--- src/rtl/if_prefetch_unit_pkg.sv ---
// Shared definitions for the instruction prefetch unit: PC defaults, the PC step
// and the {pc, inst} entry buffered between memory and decode.
package if_prefetch_unit_pkg;

    localparam logic [31:0] RESET_PC_DEF = 32'h0000_0000;
    localparam logic [31:0] PC_INC       = 32'd4;

    typedef struct packed {
        logic [31:0] pc;
        logic [31:0] inst;
    } fetch_entry_t;

    function automatic logic [31:0] word_align(input logic [31:0] addr);
        return addr & ~32'h3;
    endfunction

endpackage

--- src/rtl/if_prefetch_unit_if.sv ---
// Bus bundle between the prefetch unit (master), instruction memory, redirect logic
// and decode (slave side is everything around the unit).
interface if_prefetch_unit_if;

    logic        redirect_valid;
    logic [31:0] redirect_pc;
    logic        imem_req;
    logic [31:0] imem_addr;
    logic        imem_gnt;
    logic        imem_rvalid;
    logic [31:0] imem_rdata;
    logic        inst_valid;
    logic [31:0] inst;
    logic [31:0] inst_pc;
    logic        inst_ready;

    modport master (
        input  redirect_valid, redirect_pc,
        output imem_req, imem_addr,
        input  imem_gnt, imem_rvalid, imem_rdata,
        output inst_valid, inst, inst_pc,
        input  inst_ready
    );

    modport slave (
        output redirect_valid, redirect_pc,
        input  imem_req, imem_addr,
        output imem_gnt, imem_rvalid, imem_rdata,
        input  inst_valid, inst, inst_pc,
        output inst_ready
    );

endinterface

--- src/rtl/if_prefetch_unit_fifo.sv ---
// Synchronous FIFO of fetch entries with flush; head is read combinationally.
// DEPTH must be a power of two so the pointers wrap naturally.
module if_prefetch_unit_fifo
    import if_prefetch_unit_pkg::*;
#(
    parameter int DEPTH = 4,
    localparam int AW   = $clog2(DEPTH),
    localparam int CW   = AW + 1
) (
    input  logic          i_clk,
    input  logic          i_rst_n,
    input  logic          i_flush,
    input  logic          i_push,
    input  logic          i_pop,
    input  fetch_entry_t  i_data,
    output fetch_entry_t  o_head,
    output logic [CW-1:0] o_count
);

    fetch_entry_t  r_mem [DEPTH];
    logic [AW-1:0] r_wptr;
    logic [AW-1:0] r_rptr;
    logic [CW-1:0] r_count;

    // Storage is cleared on reset so the head reads as zero until the first push.
    always_ff @(posedge i_clk or negedge i_rst_n) begin
        if (!i_rst_n) begin
            r_wptr  <= '0;
            r_rptr  <= '0;
            r_count <= '0;
            for (int i = 0; i < DEPTH; i++) r_mem[i] <= '0;
        end else if (i_flush) begin
            r_wptr  <= '0;
            r_rptr  <= '0;
            r_count <= '0;
        end else begin
            if (i_push) begin
                r_mem[r_wptr] <= i_data;
                r_wptr        <= r_wptr + AW'(1);
            end
            if (i_pop) r_rptr <= r_rptr + AW'(1);
            r_count <= r_count + CW'(i_push) - CW'(i_pop);
        end
    end

    assign o_head  = r_mem[r_rptr];
    assign o_count = r_count;

endmodule

--- src/rtl/if_prefetch_unit.sv ---
// Instruction prefetch: credit-limited sequential fetch, in-order response capture
// into a small queue, and redirect handling that squashes in-flight responses.
module if_prefetch_unit
    import if_prefetch_unit_pkg::*;
#(
    parameter int          DEPTH    = 4,
    parameter logic [31:0] RESET_PC = RESET_PC_DEF
) (
    input  logic i_clk,
    input  logic i_rst_n,
    if_prefetch_unit_if.master bus
);

    localparam int            CW         = $clog2(DEPTH) + 1;
    localparam logic [CW:0]   CREDIT_MAX = (CW+1)'(DEPTH);

    logic          r_started;
    logic [31:0]   r_fetch_pc;
    logic [31:0]   r_resp_pc;
    logic [CW-1:0] r_outstanding;
    logic [CW-1:0] r_drop_cnt;

    logic [CW-1:0] w_count;
    logic [CW:0]   w_inflight;
    logic [31:0]   w_target;
    logic          w_redirect;
    logic          w_req;
    logic          w_issue;
    logic          w_drop;
    logic          w_push;
    logic          w_inst_valid;
    logic          w_pop;
    fetch_entry_t  w_push_data;
    fetch_entry_t  w_head;

    assign w_redirect   = bus.redirect_valid;
    assign w_target     = word_align(bus.redirect_pc);
    // Queued plus in-flight words never exceed DEPTH, so a response always has room.
    assign w_inflight   = {1'b0, w_count} + {1'b0, r_outstanding};
    assign w_req        = r_started & ~w_redirect & (w_inflight < CREDIT_MAX);
    assign w_issue      = w_req & bus.imem_gnt;
    assign w_drop       = bus.imem_rvalid & (r_drop_cnt != '0);
    assign w_push       = bus.imem_rvalid & ~w_drop & ~w_redirect;
    assign w_inst_valid = (w_count != '0) & ~w_redirect;
    assign w_pop        = w_inst_valid & bus.inst_ready;
    assign w_push_data  = '{pc: r_resp_pc, inst: bus.imem_rdata};

    always_ff @(posedge i_clk or negedge i_rst_n) begin
        if (!i_rst_n) begin
            r_started     <= 1'b0;
            r_fetch_pc    <= RESET_PC;
            r_resp_pc     <= RESET_PC;
            r_outstanding <= '0;
            r_drop_cnt    <= '0;
        end else begin
            r_started     <= 1'b1;
            r_outstanding <= r_outstanding + CW'(w_issue) - CW'(bus.imem_rvalid);
            // Every word still in flight after this edge belongs to the old stream.
            if (w_redirect) begin
                r_fetch_pc <= w_target;
                r_resp_pc  <= w_target;
                r_drop_cnt <= r_outstanding - CW'(bus.imem_rvalid);
            end else begin
                if (w_issue) r_fetch_pc <= r_fetch_pc + PC_INC;
                if (w_push)  r_resp_pc  <= r_resp_pc + PC_INC;
                if (w_drop)  r_drop_cnt <= r_drop_cnt - CW'(1);
            end
        end
    end

    if_prefetch_unit_fifo #(.DEPTH(DEPTH)) u_fifo (
        .i_clk   (i_clk),
        .i_rst_n (i_rst_n),
        .i_flush (w_redirect),
        .i_push  (w_push),
        .i_pop   (w_pop),
        .i_data  (w_push_data),
        .o_head  (w_head),
        .o_count (w_count)
    );

    assign bus.imem_req   = w_req;
    assign bus.imem_addr  = r_fetch_pc;
    assign bus.inst_valid = w_inst_valid;
    assign bus.inst       = w_head.inst;
    assign bus.inst_pc    = w_head.pc;

endmodule

--- src/flat_wrapper.sv ---
// flat-port wrapper written by rule: the top's interface ports become plain ports
module if_prefetch_unit_flat import if_prefetch_unit_pkg::*;
#(
    parameter int          DEPTH    = 4,
    parameter logic [31:0] RESET_PC = RESET_PC_DEF
)
  (i_clk, i_rst_n, bus_redirect_valid, bus_redirect_pc, bus_imem_req, bus_imem_addr, bus_imem_gnt, bus_imem_rvalid, bus_imem_rdata, bus_inst_valid, bus_inst, bus_inst_pc, bus_inst_ready);
  if_prefetch_unit_if bus_i ();
  input  logic i_clk;
  input  logic i_rst_n;
  input wire logic [$bits(bus_i.redirect_valid)-1:0] bus_redirect_valid;
  input wire logic [$bits(bus_i.redirect_pc)-1:0] bus_redirect_pc;
  output wire logic [$bits(bus_i.imem_req)-1:0] bus_imem_req;
  output wire logic [$bits(bus_i.imem_addr)-1:0] bus_imem_addr;
  input wire logic [$bits(bus_i.imem_gnt)-1:0] bus_imem_gnt;
  input wire logic [$bits(bus_i.imem_rvalid)-1:0] bus_imem_rvalid;
  input wire logic [$bits(bus_i.imem_rdata)-1:0] bus_imem_rdata;
  output wire logic [$bits(bus_i.inst_valid)-1:0] bus_inst_valid;
  output wire logic [$bits(bus_i.inst)-1:0] bus_inst;
  output wire logic [$bits(bus_i.inst_pc)-1:0] bus_inst_pc;
  input wire logic [$bits(bus_i.inst_ready)-1:0] bus_inst_ready;
  assign bus_i.redirect_valid = bus_redirect_valid;
  assign bus_i.redirect_pc = bus_redirect_pc;
  assign bus_imem_req = bus_i.imem_req;
  assign bus_imem_addr = bus_i.imem_addr;
  assign bus_i.imem_gnt = bus_imem_gnt;
  assign bus_i.imem_rvalid = bus_imem_rvalid;
  assign bus_i.imem_rdata = bus_imem_rdata;
  assign bus_inst_valid = bus_i.inst_valid;
  assign bus_inst = bus_i.inst;
  assign bus_inst_pc = bus_i.inst_pc;
  assign bus_i.inst_ready = bus_inst_ready;
  if_prefetch_unit #(.DEPTH(DEPTH), .RESET_PC(RESET_PC)) u_core (.i_clk(i_clk), .i_rst_n(i_rst_n), .bus(bus_i));
endmodule
--- config.mk ---
export PLATFORM = sky130hd
export DESIGN_NAME = if_prefetch_unit_flat
export DESIGN_NICKNAME = d
export VERILOG_FILES = /design/src/rtl/if_prefetch_unit_pkg.sv /design/src/rtl/if_prefetch_unit_if.sv /design/src/rtl/if_prefetch_unit_fifo.sv /design/src/rtl/if_prefetch_unit.sv /design/src/flat_wrapper.sv
export SDC_FILE = /design/constraint.sdc
export NUM_CORES = 1
export LEC_CHECK = 0
export CAP_MARGIN = 20
export CORE_MARGIN = 4
export CORE_UTILIZATION = 45
export DETAILED_ROUTE_END_ITERATION = 8
export GPL_TIMING_DRIVEN = 0
export PLACE_DENSITY = 0.79
export SYNTH_ARGS = -nofsm -noshare
export SYNTH_HDL_FRONTEND = slang
export SYNTH_HIERARCHICAL = 1
export SYNTH_SLANG_ARGS = --single-unit
--- constraint.sdc ---
create_clock -name i_clk -period 2.87 [get_ports i_clk]
set_input_delay 0.574 -clock i_clk [delete_from_list [all_inputs] [get_ports i_clk]]
set_output_delay 0.574 -clock i_clk [all_outputs]
set_load 0.02 [all_outputs]
* Word-level counts from Yosys, hierarchy flattened
Cells that the tools add are included.
Operators by class: add/sub/neg operators 11, $lt $le $gt $ge 4, mux-type cells 17, bitwise gates (word level) 12, reductions and logical operators 8
Operators by type and width (number):
- 256-bit bitwise mux | 1
- 64-bit 2-to-1 mux | 3
- 64-bit binary-select mux with 2-bit select | 1
- 64-bit demux with 2-bit select | 1
- 32-bit 2-to-1 mux | 4
- 32-bit by 3-bit adder with 32-bit output (second input constant) | 2
- 3-bit 2-to-1 mux | 3
- 3-bit by 1-bit subtractor with 3-bit output | 3
- 1-bit AND | 8
- 2-bit 2-to-1 mux | 4
- 2-bit nonzero test | 4
- 3-bit by 1-bit adder with 3-bit output | 2
- 3-bit >= comparator (second input constant) | 2
- 2-bit inverter with 3-bit output | 2
- 3-bit nonzero test | 2
- 2-bit by 1-bit adder with 2-bit output (second input constant) | 2
- 3-bit by 3-bit adder with 4-bit output | 1
- 4-bit by 3-bit less-than comparator with 1-bit output (second input constant) | 1
- 3-bit by 1-bit less-than comparator with 1-bit output (second input constant) | 1
- 3-bit by 1-bit subtractor with 3-bit output (second input constant) | 1
- 1-bit inverter | 2
- 2-bit AND reduction | 1
- 1-bit logical AND | 1
Word-level totals: register bits 334, output and inout port bits 98

* Depth between registers and ports, before layout
word-level depth 8, mapped depth 11, depth with buffers taken out 10

* Modules after synthesis
Netlist, hierarchy kept.
By module, submodules not included:
- if_prefetch_unit_fifo | times used 1, cells each 657, area each 12482.0 µm², seq. area each 6581.3 µm²
- if_prefetch_unit | times used 1, cells each 414, area each 3871.2 µm², seq. area each 1676.6 µm²

* Worst setup path before layout
Ideal clock, no wire load.
path type flip-flop to flip-flop, from reg u_core.r_outstanding[2], to reg u_core.r_outstanding[2], library setup time 124 ps, data arrival time 2544 ps, data required time 2746 ps, path slack 202 ps, cell stages (with the launch flop) 12, path buffers 1, period minus slack after synthesis 2668 ps, cell sequence dfrtp_1 ha_1 nor4_1 and4_1 inv_2 buf_1 ha_1 inv_1 ha_1 fa_1 xnor2_1 xnor2_1
On the way: longest elaborated chain between the ends 6
RTL lines:
- start: declaration | RTL line if_prefetch_unit.sv:20 | logic [CW-1:0] r_outstanding;
- start signal: assignment | RTL line if_prefetch_unit.sv:57 | r_outstanding <= r_outstanding + CW'(w_issue) - CW'(bus.imem_rvalid);
- 3-bit by 3-bit adder with 4-bit output | RTL line if_prefetch_unit.sv:39 | assign w_inflight = {1'b0, w_count} + {1'b0, r_outstanding};
- 4-bit by 3-bit less-than comparator with 1-bit output | RTL line if_prefetch_unit.sv:40 | assign w_req = r_started & ~w_redirect & (w_inflight < CREDIT_MAX);
- 1-bit AND | RTL line if_prefetch_unit.sv:40
- 1-bit AND | RTL line if_prefetch_unit.sv:41 | assign w_issue = w_req & bus.imem_gnt;
- 3-bit by 1-bit adder with 3-bit output (*) | RTL line if_prefetch_unit.sv:57
- 3-bit by 1-bit subtractor with 3-bit output (*) | RTL line if_prefetch_unit.sv:57
Mark *: on every way between the ends. The rest lies on a longest branch, timed or not. A chain may end at the register's enable or synchronous reset.

* Worst setup path in the final report
from reg u_core.u_fifo.r_rptr[0], to out bus_inst_pc[13]
On the way: longest elaborated chain between the ends 4
RTL lines:
- start: declaration | RTL line if_prefetch_unit_fifo.sv:22 | logic [AW-1:0] r_rptr;
- start signal: assignment | RTL line if_prefetch_unit_fifo.sv:41 | if (i_pop) r_rptr <= r_rptr + AW'(1);
- 2-bit inverter with 3-bit output (implied by the code) | RTL line if_prefetch_unit_fifo.sv:46 | assign o_head = r_mem[r_rptr];
- 64-bit binary-select mux with 2-bit select | RTL line if_prefetch_unit_fifo.sv:46
- 64-bit 2-to-1 mux (implied by the code) (2 in series) | RTL line if_prefetch_unit_fifo.sv:46
- end: declaration | RTL line flat_wrapper.sv:20 | output wire logic [$bits(bus_i.inst_pc)-1:0] bus_inst_pc;
No other way between the ends. The select of a mux whose other input is x is not followed.

==> flow_summary.yaml <==
clock_network:
  htree_levels: 2
  clk_pin_slew_worst_paths_ns: 0.06
  clock_tree.buffer_depth: 3
  cts_hold_buf: 0
  clock-sinks: 330
  cts_made_buffers: 37
  cts_root_buffer: "clkbuf_16"
  cts_tree: "yes"
  clkLatencyLatePin_ns: 0.51
drt:
  first_pass_iters: 5
  drtAntennaViolNets: 0
  drtIter0Drc: 581
  vias_per_cell: 5.555
  drc_errors: 0
  num_vias: 9815
  wl_per_cell_um: 21.40
  wl_mm: 37.81
setup_path:
  r2r_end: "u_core/r_outstanding[2]$_DFF_PN0_"
  critPathLaunchType: "flip-flop"
  reg2reg_slack_ns: 0.17
  crit_type: "reg -> out"
  r2r_cells: 10
  crit_start: "u_core/u_fifo/r_rptr[0]$_DFFE_PN0P_"
  worstPathArrival_ns: 2.20
  cp_max_fo: 10
  required_ns: 2.30
  r2r-start: "u_core/r_outstanding[2]$_DFF_PN0_"
  end_kind: "output port"
layout:
  fin_nets: 1371
  multi_input_area_um2: 7480
  seq_area_um2: 8258
  diodes: 0
  areaGrowthSynthToFinish_pct: 21.35
  final_util_pct: 55.52
  n_fill_cell: 2819
  layout-drive-gt1-share_pct: 34.99
outcome:
  status: "complete, no violations"
placement:
  hpwl_mm: 25.45
  port_buffers: 163
  gp_congestion: 0.8812
timing:
  max_freq_mhz: 360.2
  setup_viol: 0
  final-hold-violation-count: 0
  rsz0062_at_grt: "no"
  slew_headroom_pct: 50.89
  skew_ns: 0.01760
  tns_ns: 0
  fin_crit_sh_pct: 96.73
  period_needed_ns: 2.776
  finalMaxSlewViolations: 0
  tightest_slew_ns: 0.7326
power_and_ir_drop:
  p_per_area_nw_per_um2: 754.1
  ir_drop_mv: 0.3168
  p_leak_uw: 0.009919
logic_synthesis:
  synth_area_um2: 16350
  ys_seq_area_share_pct: 50.50
  synthArstFlopShare_pct: 100.0
  syn-instance-count: 1071
  synth_seq_cells: 330
  ys_warn_count: 6
  synth_cell_type_count: 54
  synth_flop_cell: "dfrtp_1"
  synth_edf_count: 0
  avgSynthCellArea_um2: 15.27
floorplan:
  die_y_um: 198.6
  num_rows: 69
  core_region_area_um2: 35740
  io_pins: 168
  dieArea_um2: 39450
  die_x_um: 198.6
  floorplan.initialDensity_pct: 45.75
global_routing:
  first_global_vias: 10630
  grt_pass1_wl_mm: 60.31
  overflow: 0
  grt.total_usage_pct: 19.13
  grt_max_degree: 129
  antenna_found_initial: 0
run:
  max_cap_violations: 0
min_path:
  hold_class: "in -> async"
placed cells by master (no fill, tap or decap), drive strengths merged, types with 10 or more instances in the layout:
master | synthesis | final
nand3 | 35 | 35
nor2 | 23 | 23
inv | 18 | 19
o211ai | 10 | 10
buf | 55 | 57
mux4 | 64 | 64
xnor2 | 15 | 15
mux2 | 259 | 259
nand2 | 45 | 45
o21ai | 33 | 33
nand4 | 28 | 28
dfrtp | 330 | 330
ha | 16 | 16
and3 | 11 | 11
clkdlybuf4s50 | 0 | 95
conb | 2 | 11
a21boi | 10 | 10
xor2 | 28 | 28
dlygate4sd2 | 0 | 36
clkbuf | 11 | 64
dlymetal6s2s | 0 | 22
stage by stage:
stage          hold WS, ns  setup WS, ns  cell area (µm²)  cells  power [µW]
2_1_floorplan       0.2784        0.2022            16390   1080        8805
3_3_place_gp        0.4683        -12.74            18600   1704       10650
3_5_place_dp        0.4756       -0.7118            18660   1706       10780
4_1_cts             0.1052     0.0006457            19790   1767       15180
5_1_grt             0.1361      0.003934            19850   1767       15710
6_report           0.08189       0.09389            19850   1767       14970
Yosys cell counts (2+ instances only):
cell | instances | area, µm²
nor2b_1 | 2 | 12.51
mux2i_1 | 3 | 30.03
buf_2 | 11 | 55.05
inv_1 | 17 | 63.81
nand3_1 | 35 | 175.2
fa_1 | 2 | 40.04
buf_12 | 3 | 60.06
mux4_2 | 64 | 1441
mux2_2 | 41 | 461.7
ha_1 | 16 | 200.2
and4_1 | 9 | 78.83
clkbuf_1 | 11 | 41.29
nand2_1 | 44 | 165.2
a21boi_0 | 9 | 67.56
or4_1 | 4 | 30.03
buf_4 | 6 | 45.04
o21ai_0 | 33 | 165.2
xnor2_1 | 15 | 131.4
and2_1 | 9 | 56.30
mux2_4 | 217 | 3258
xor2_1 | 28 | 245.2
nand3b_1 | 3 | 22.52
o311ai_0 | 8 | 70.07
o211ai_1 | 10 | 75.07
a21oi_1 | 5 | 25.02
nor3_1 | 4 | 20.02
nand2b_1 | 6 | 37.54
nand3b_4 | 3 | 60.06
a31oi_1 | 6 | 37.54
conb_1 | 2 | 7.510
nor3_2 | 2 | 20.02
and3_1 | 10 | 62.56
dfrtp_1 | 330 | 8258
nor2_1 | 23 | 86.33
buf_6 | 33 | 371.6
nand4_1 | 27 | 168.9
nor4_1 | 3 | 18.77
flip-flops by register name, indices dropped and copies added (netlist names):
register	cells
u_core/u_fifo/o_count	3
u_core/r_resp_pc	30
u_core/r_drop_cnt	3
u_core/u_fifo/r_wptr	2
u_core/u_fifo/r_mem	256
u_core/r_started	1
u_core/r_outstanding	3
u_core/u_fifo/r_rptr	2
u_core/bus.imem_addr	30
where the power goes:
part,leakage (µW),internal [µW],switching (µW)
registers,0.00438,5370,567
logic,0.00498,2420,2040
clock network,0.000560,2700,1860
critical path: stages, from the launching register on:
cell and delay [ns]:
dfrtp_1 0.34, buf_6 0.14, buf_12 0.17, buf_12 0.17
mux4_2 0.54, dlygate4sd2_1 0.35
worst max-delay path by stage:
| stage | end | slack [ns] | cells past startpoint |
|---|---|---|---|
| 2_1_floorplan | u_core/r_outstanding[2]$_DFF_PN0_ | 0.20 | 11 |
| 3_3_place_gp | u_core/bus.imem_addr[9]$_DFFE_PN0P_ | -12.74 | 1 |
| 3_5_place_dp | u_core/r_outstanding[2]$_DFF_PN0_ | -0.71 | 11 |
| 4_1_cts | bus_inst[22] | 0.0006 | 4 |
| 5_1_grt | bus_inst_pc[16] | 0.004 | 5 |
| 6_report | bus_inst_pc[13] | 0.09 | 5 |
what timing repair did:
action / in CTS / in global routing
endpoints found under the hold margin: 0 / 0
gates resized for setup: 58 / 36
setup endpoints to repair: 294 / 31
buffers inserted: 0 / 0
pin swaps: 0 / 0
layer usage:
layer | part of all wire [%] | track usage, %
met5 | 0 | 0
met4 | 1.9 | 4.230
met2 | 47 | 31.04
met3 | 5.4 | 3.167
met1 | 46 | 27.44
kinds of logic after synthesis:
group	count (synthesis)	synth area share (%)
compound gates	76	2.953
xor+xnor	44	2.441
mux	326	31.81
buf+inv	84	4.032
other cells	2	0.04592
simple gates	191	6.748
fa+ha+maj	18	1.469
flops	330	50.50
layout make-up:
type                       count  share of cell area [%]
tap                          461                   2.906
multi-input combinational    666                   37.69
buffer                        65                   3.115
timing repair buffer         165                   8.499
clock inverter                12                  0.6242
clock buffer                  50                   5.214
inverter                      18                  0.3405
sequential                   330                   41.61
No activity file was read; power rests on OpenSTA's default activity.
